[src/rtl/imem_boot_ctrl.sv]
// Instruction memory boot controller: loads a program word stream,
// then serves single-cycle core fetches from the loaded image.
module imem_boot_ctrl #(
  parameter int DEPTH = 20,
  parameter int AW    = 5
) (
  input  logic          clk,
  input  logic          rst_n,
  input  logic          ld_valid,
  input  logic [31:0]   ld_data,
  input  logic          ld_last,
  output logic          ld_ready,
  input  logic          reload,
  input  logic          fetch_req,
  input  logic [31:0]   fetch_addr,
  output logic          fetch_gnt,
  output logic          fetch_rvalid,
  output logic [31:0]   fetch_rdata,
  output logic          fetch_err,
  output logic          mem_we,
  output logic          mem_re,
  output logic [AW-1:0] mem_addr,
  output logic [31:0]   mem_wdata,
  input  logic [31:0]   mem_rdata,
  output logic          core_stall,
  output logic          boot_done,
  output logic          load_err,
  output logic [AW:0]   prog_len
);

  typedef enum logic [1:0] {
    LOAD,
    RUN,
    ERR
  } state_e;

  localparam logic [AW:0] LAST_IDX = (AW+1)'(DEPTH - 1);

  state_e      state_q, state_d;
  logic [AW:0] wr_ptr_q, wr_ptr_d;
  logic [AW:0] prog_len_q, prog_len_d;
  logic        rvalid_q, rvalid_d;
  logic        err_q, err_d;

  logic [AW-1:0] f_idx;
  logic          f_bad;
  logic          unused_addr_hi;

  assign f_idx = fetch_addr[AW+1:2];
  assign f_bad = (fetch_addr[1:0] != 2'b00) ||
                 ({1'b0, f_idx} >= prog_len_q);
  assign unused_addr_hi = ^fetch_addr[31:AW+2];

  // State, pointers and the one-deep fetch response pipeline.
  always_ff @(posedge clk) begin
    if (!rst_n) begin
      state_q    <= LOAD;
      wr_ptr_q   <= '0;
      prog_len_q <= '0;
      rvalid_q   <= 1'b0;
      err_q      <= 1'b0;
    end else begin
      state_q    <= state_d;
      wr_ptr_q   <= wr_ptr_d;
      prog_len_q <= prog_len_d;
      rvalid_q   <= rvalid_d;
      err_q      <= err_d;
    end
  end

  // Next state plus memory strobes; requests are ignored while in reset.
  always_comb begin
    state_d    = state_q;
    wr_ptr_d   = wr_ptr_q;
    prog_len_d = prog_len_q;
    rvalid_d   = 1'b0;
    err_d      = 1'b0;
    ld_ready   = 1'b0;
    core_stall = 1'b1;
    fetch_gnt  = 1'b0;
    mem_we     = 1'b0;
    mem_re     = 1'b0;
    mem_addr   = wr_ptr_q[AW-1:0];
    mem_wdata  = '0;
    unique case (state_q)
      LOAD: begin
        ld_ready = 1'b1;
        if (ld_valid && rst_n) begin
          mem_we    = 1'b1;
          mem_wdata = ld_data;
          wr_ptr_d  = wr_ptr_q + 1'b1;
          if (ld_last) begin
            state_d    = RUN;
            prog_len_d = wr_ptr_q + 1'b1;
          end else if (wr_ptr_q == LAST_IDX) begin
            state_d = ERR;
          end
        end
      end
      RUN: begin
        core_stall = 1'b0;
        mem_addr   = f_idx;
        if (reload) begin
          state_d    = LOAD;
          wr_ptr_d   = '0;
          prog_len_d = '0;
        end else if (fetch_req && rst_n) begin
          fetch_gnt = 1'b1;
          rvalid_d  = 1'b1;
          err_d     = f_bad;
          mem_re    = !f_bad;
        end
      end
      ERR: begin
        if (reload) begin
          state_d    = LOAD;
          wr_ptr_d   = '0;
          prog_len_d = '0;
        end
      end
      default: begin
        state_d = LOAD;
      end
    endcase
  end

  assign fetch_rvalid = rvalid_q;
  assign fetch_err    = rvalid_q & err_q;
  assign fetch_rdata  = (rvalid_q && !err_q) ? mem_rdata : '0;
  assign boot_done    = (state_q == RUN);
  assign load_err     = (state_q == ERR);
  assign prog_len     = prog_len_q;

endmodule

[config.mk]
export PLATFORM = sky130hd
export DESIGN_NAME = imem_boot_ctrl
export DESIGN_NICKNAME = d
export VERILOG_FILES = /design/src/rtl/imem_boot_ctrl.sv
export SDC_FILE = /design/constraint.sdc
export NUM_CORES = 1
export LEC_CHECK = 0
export CORE_UTILIZATION = 29
export CTS_BUF_LIST = sky130_fd_sc_hd__clkbuf_2
export CTS_CLUSTER_DIAMETER = 80
export DETAILED_ROUTE_END_ITERATION = 16
export GPL_TIMING_DRIVEN = 0
export PLACE_DENSITY = 0.89
export SLEW_MARGIN = 25
export SYNTH_ARGS = -nofsm -noshare
export SYNTH_HDL_FRONTEND = slang
export SYNTH_SLANG_ARGS = --single-unit
[constraint.sdc]
create_clock -name clk -period 9.42 [get_ports clk]
set_clock_uncertainty 0.2 [all_clocks]
set_input_delay 2.826 -clock clk [delete_from_list [all_inputs] [get_ports clk]]
set_output_delay 2.826 -clock clk [all_outputs]
set_load 0.01 [all_outputs]
==> results of run 1 <==
==> metrics by stage <==
| step | worst slack, ns | utilization (%) | total power, mW | hold slack (ns) |
|---|---|---|---|---|
| CTS | 1.12 | 66.0 | 0.219 | 0.305 |
| finish | 1.14 | 66.0 | 0.217 | 0.296 |
| floorplan | 2.28 | - | 0.121 | 0.271 |
| global placement | 1.20 | 65.7 | 0.185 | 0.271 |
| global route | 1.00 | 66.0 | 0.231 | 0.331 |
| detailed placement | 1.14 | 65.7 | 0.188 | 0.282 |
==> worst register-to-register path, delay by kind of cell, from the launching register on <==
| kind | cells | cell delay [ns] |
|---|---|---|
| and+or+nand+nor | 2 | 0.31 |
| DFF | 1 | 0.41 |
| adders and majority gates | 1 | 0.27 |
| AOI/OAI and AO/OA | 2 | 0.60 |
| buffers and inverters | 2 | 0.29 |
==> cell usage after synthesis <==
cell type,count
o21ai_0,3
a32o_1,1
nor2b_4,1
a21oi_1,4
nor2_1,7
nand2b_1,2
o22ai_1,3
nor2b_1,4
o211ai_1,1
ha_1,9
nand2b_4,1
a211oi_2,1
a211o_1,1
a211oi_1,1
o32ai_1,1
nand3b_1,1
nor4b_1,2
inv_2,1
a31o_2,1
nor3_1,1
nor4_1,1
o21ai_1,1
buf_2,3
xor2_1,2
clkbuf_2,2
o31ai_1,1
nand2_1,17
xnor2_1,2
a211oi_4,1
mux2_2,6
nand3_1,7
buf_4,1
clkbuf_1,7
o21a_1,3
inv_1,9
or3_1,1
and2_1,66
dfxtp_1,16
and3_1,2
a2111oi_2,1
mux2i_1,2
==> logic make-up after synthesis <==
kind of cell	Yosys count	synth area share [%]
and+or+nand+nor	113	43.9
AOI/OAI and AO/OA	24	12.5
buffers and inverters	23	6.43
DFF	16	21.4
adders and majority gates	9	7.52
muxes	8	5.85
xor gates and xnor gates	4	2.34
==> power by group <==
group,total (mW),leakage [nW],internal [mW],switching [mW]
Sequential,0.0750,0.130,0.0714,0.00361
Clock,0.0316,0.0140,0.00922,0.0224
Combinational,0.111,1.07,0.0701,0.0407
Total,0.217,1.22,0.151,0.0667
==> final cells by class <==
class,instances,area (sq um)
Clock buffer,3,15.0
Timing Repair Buffer,160,1600
Fill cell,406,1650
Inverter,10,37.5
Tap cell,67,83.8
Sequential cell,16,320
Multi-Input combinational cell,158,1080
Buffer,13,58.8
Clock inverter,1,3.75
==> registers in the layout (all words and copies together) (netlist names) <==
name / cells
err_q: 1
fetch_rvalid: 1
prog_len: 6
state_q: 2
wr_ptr_q: 6
==> routing by layer <==
metal | vias up | global-route usage, % | wire (um)
met5 | - | 0 | 0
met4 | 0 | 1.92 | 19
met3 | 4 | 5.76 | 567
met2 | 114 | 35.3 | 2750
met1 | 875 | 19.3 | 1930
li1 | 972 | - | -
==> path summary, 6_finish.rpt <==
| kind | endpoint | slack, ns | cells after the start | start |
|---|---|---|---|---|
| hold reg to reg | prog_len[0] | 0.30 | 2 | prog_len[0] |
| setup reg to reg | prog_len[2] | 7.25 | 7 | state_q[0] |
| setup / recovery | mem_re | 1.14 | 8 | fetch_addr[2] |
| hold / removal | prog_len[0] | 0.30 | 2 | prog_len[0] |
==> results.yml, run 1 <==
run_status:
  outcome: "finished clean"
grt:
  grt_max_degree: 11
  grt_overflow: 0
  antenna_found_initial: 0
  grt_pass1_vias: 1722
  groute.usage.overall_pct: 18.1
  grt_pass1_wl_mm: 7.69
yosys:
  yosys-top-cells-area: "and2_1, dfxtp_1, ha_1, mux2_2, nand2_1"
  synth_top_area_share_pct: 27.6
  syn_nets: 308
  synth.largest_area_cell: "and2_1"
  ys_types: 41
  syn-mean-instance-area_sq_um: 7.60
  netlist_area_sq_um: 1500
  yosys_warnings: 0
  synth_seq_cells: 16
  synthCells: 197
  yosysSeqAreaShare_pct: 21.4
timing:
  hold_viol: 0
  rsz0062_at_grt: "false"
  finalCritPeriodShare_pct: 87.9
  drv_slew: 0
  fin_tns_setup_ns: 0
  finalSetupViolCount: 0
  worst_pin_slew_ns: 0.587
  slew_headroom_pct: 60.8
  post-route-min-period_ns: 8.28
  fmax_mhz: 121
clock_tree:
  clk_pin_slew_worst_paths_ns: 0.16
  postCtsResizedCells: 0
  htreeDepth: 1
  cts-root-buf: "clkbuf_2"
  clockBufferDepth: 2
  cts_tree: "done"
  cts_made_buffers: 3
  cts_setup_buffers: 0
  cts_hold_buf: 0
  cts_sinks: 16
  clock_latency_ns: 0.30
floorplanning:
  die_area_sq_um: 5460
  io_pins: 186
  core_sq_um: 4850
  dieHeight_um: 73.9
  start_util_pct: 30.9
  fp-row-count: 25
  fp.dieW_um: 73.9
placed_design:
  placement.io_buffers: 160
  place_hpwl_mm: 4.61
  gp_congestion: 0.816
  placed_cells: 424
  post_dp_cell_area_sq_um: 3180
setup_path:
  cp_num_buf_inv: 3
  startpoint_type: "input pin"
  slowest_stage: "clkdlybuf4s50_1"
  cp.arrival_ns: 5.26
  crit_path_cell_trace: "clkdlybuf4s50_1 -> inv_1 -> ha_1 -> nand2b_4 -> a211o_1 -> a2111oi_2 -> and2_1 -> clkdlybuf4s50_1"
  slowest_delay_ns: 0.57
  crit_top_cell: "clkdlybuf4s50_1"
  worst_ep_required_time_ns: 6.39
  cp-end-kind: "output port"
  crit_type: "in2out"
  path_max_fanout: 2
  crit_family: "buffers and inverters"
drt:
  wire_per_inst_um: 12.3
  ant_nets: 0
  first_iter_violations: 43
  wirelength_mm: 5.27
  drc: 0
  firstDrtPassIters: 4
  vias: 1965
  vias_per_cell: 4.59
final_layout:
  stdcell_count: 428
  drive_above_1_share_pct: 6.09
  final_area_sq_um: 3200
  mostFrequentLayoutCell: "clkdlybuf4s50_1"
  diodes: 0
  final_cell_mix: "clkdlybuf4s50_1, and2_1, nand2_1"
  syn_to_final_growth_pct: 114
  nets: 473
power:
  ir_drop_mv: 0.0378
  power_density_nw_per_um2: 67.9
  leakagePower_nw: 1.22
run:
  drv_cap: 0
worst_hold_path:
  min_path_type: "reg2reg"
(Power assumes the default switching activity.)
==> inputs of run 2 (changes only) <==
--- a/config.mk
+++ b/config.mk
@@ -5,13 +5,13 @@
 export SDC_FILE = /design/constraint.sdc
 export NUM_CORES = 1
 export LEC_CHECK = 0
+export CORE_MARGIN = 4
 export CORE_UTILIZATION = 29
 export CTS_BUF_LIST = sky130_fd_sc_hd__clkbuf_2
 export CTS_CLUSTER_DIAMETER = 80
 export DETAILED_ROUTE_END_ITERATION = 16
 export GPL_TIMING_DRIVEN = 0
 export PLACE_DENSITY = 0.89
-export SLEW_MARGIN = 25
 export SYNTH_ARGS = -nofsm -noshare
 export SYNTH_HDL_FRONTEND = slang
 export SYNTH_SLANG_ARGS = --single-unit
==> results.yml, run 2 (synthesized netlist as in run 1, its figures left out) <==
clock_tree:
  cts_tree: "done"
  clockBufferDepth: 2
  cts_setup_buffers: 0
  cts_made_buffers: 3
  postCtsResizedCells: 0
  htreeDepth: 1
  cts-root-buf: "clkbuf_2"
  cts_sinks: 16
  clock_latency_ns: 0.30
  cts_hold_buf: 0
  clk_pin_slew_worst_paths_ns: 0.16
floorplanning:
  fp.dieW_um: 79.9
  dieHeight_um: 79.9
  die_area_sq_um: 6380
  start_util_pct: 30.9
  core_sq_um: 4850
  io_pins: 186
  fp-row-count: 25
setup_path:
  r2r-start: "state_q[0]"
  cp.arrival_ns: 5.25
  path_max_fanout: 2
  startpoint_type: "input pin"
  r2r_cells: 7
  crit_type: "in2out"
  cp-end-kind: "output port"
  reg2reg_slack_ns: 7.30
  worst_ep_required_time_ns: 6.39
  rr_endpoint: "prog_len[2]"
final_layout:
  mostFrequentLayoutCell: "clkdlybuf4s50_1"
  diodes: 0
  drive_above_1_share_pct: 6.09
  syn_to_final_growth_pct: 114
  final_cell_mix: "clkdlybuf4s50_1, and2_1, nand2_1"
  nets: 473
  final_area_sq_um: 3200
  nFillCells: 421
power:
  clockPowerShare_pct: 14.5
  power_density_nw_per_um2: 67.7
  ir_drop_mv: 0.0387
  leakagePower_nw: 1.22
  comb_power_share_pct: 50.9
  netSwitchingFraction_pct: 30.6
  cell_internal_pwr_uw: 150
  p_seq_share_pct: 34.6
  p_switching_uw: 66.3
timing:
  hold_viol: 0
  drv_slew: 0
  fin_tns_setup_ns: 0
  finalSetupViolCount: 0
  slew_headroom_pct: 61.6
  fmax_mhz: 121
  worst_pin_slew_ns: 0.575
  finalCritPeriodShare_pct: 87.8
  rsz0062_at_grt: "false"
  post-route-min-period_ns: 8.27
drt:
  drc: 0
  vias_per_cell: 4.46
  firstDrtPassIters: 4
  wirelength_mm: 5.69
  first_iter_violations: 44
  wire_per_inst_um: 13.3
  vias: 1909
  ant_nets: 0
run:
  drv_cap: 0
grt:
  grt_overflow: 0
  groute.usage.overall_pct: 16.5
  antenna_found_initial: 0
  grt_pass1_wl_mm: 8.44
  grt_pass1_vias: 1808
  grt_max_degree: 11
placed_design:
  post_dp_cell_area_sq_um: 3180
  gp_congestion: 0.824
  placement.io_buffers: 160
  place_hpwl_mm: 5.10
worst_hold_path:
  min_to: "prog_len[2]"
  min-delay-start: "prog_len[2]"
  hold_depth: 2
  min_path_type: "reg2reg"
run_status:
  outcome: "finished clean"
run 2: cell counts in the layout (fill, tap and decap cells not counted):
Identical to the previous run, type by type.
run 2: routing by layer:
layer  GRT usage (%)  part of all wire, %  vias to the layer above
met5               0                    0                        -
met4            2.53                 0.47                        0
met3            6.55                   14                        2
met2            31.8                   50                      120
met1            16.7                   36                      806
li1                -                    -                      981
run 2: power groups by stage:
stage          clock network, mW  logic (mW)  registers [mW]
3_3_place_gp                   0       0.110          0.0767
2_1_floorplan                  0      0.0447          0.0763
4_1_cts                   0.0319       0.111          0.0752
5_1_grt                   0.0346       0.120          0.0756
6_report                  0.0315       0.110          0.0750
3_5_place_dp                   0       0.111          0.0767
run 2: per-stage QoR:
step                setup slack, ns  util (%)  hold slack, ns  std cells  total power [mW]
floorplan                      2.28         -           0.271        197             0.121
detailed placement             1.15      65.7           0.283        424             0.188
CTS                            1.14      66.0           0.303        428             0.219
global placement               1.16      65.7           0.281        424             0.186
global route                   1.01      66.0           0.337        428             0.230
finish                         1.15      66.0           0.303        428             0.217
run 2: area by class of cell:
| cell class | count | area [sq um] | area share (%) |
|---|---|---|---|
| multi-input combinational | 158 | 1080 | 33.8 |
| inverter | 10 | 37.5 | 1.17 |
| tap | 67 | 83.8 | 2.62 |
| clock inverter | 1 | 3.75 | 0.117 |
| buffer | 13 | 58.8 | 1.84 |
| clock buffer | 3 | 15.0 | 0.469 |
| sequential | 16 | 320 | 10.0 |
| timing repair buffer | 160 | 1600 | 50.0 |
run 2: worst max path at each step:
| stage | start | to | depth (start not counted) |
|---|---|---|---|
| after floorplan | fetch_addr[2] | mem_re | 6 |
| after global placement | fetch_addr[2] | mem_re | 8 |
| after detailed placement | fetch_addr[2] | mem_re | 8 |
| after CTS | fetch_addr[2] | mem_re | 8 |
| after global routing | fetch_addr[2] | mem_re | 8 |
| final | fetch_addr[2] | mem_re | 8 |
run 2: worst max-delay path, cell delays in order:
cell and delay, ns:
clkdlybuf4s50_1 0.50, inv_1 0.05, ha_1 0.28, nand2b_4 0.13
a211o_1 0.29, a2111oi_2 0.41, and2_1 0.19, clkdlybuf4s50_1 0.56
==> inputs of run 3 (changes only) <==
==> constraint.sdc (replaced) <==
create_clock -name clk -period 9.7 [get_ports clk]
set_clock_uncertainty 0.2 [all_clocks]
set_input_delay 2.91 -clock clk [delete_from_list [all_inputs] [get_ports clk]]
set_output_delay 2.91 -clock clk [all_outputs]
set_load 0.01 [all_outputs]
==> results of run 3 <==
The final DEF is identical to that of run 2. Status: finished clean.
Among the figures that moved: setup slack after placement 1.15 ns -> 1.26 ns; setup slack after layout 1.15 ns -> 1.26 ns; register-to-register setup slack 7.30 ns -> 7.58 ns; total power 0.217 mW -> 0.211 mW; worst IR drop on VDD 0.0387 mV -> 0.0375 mV
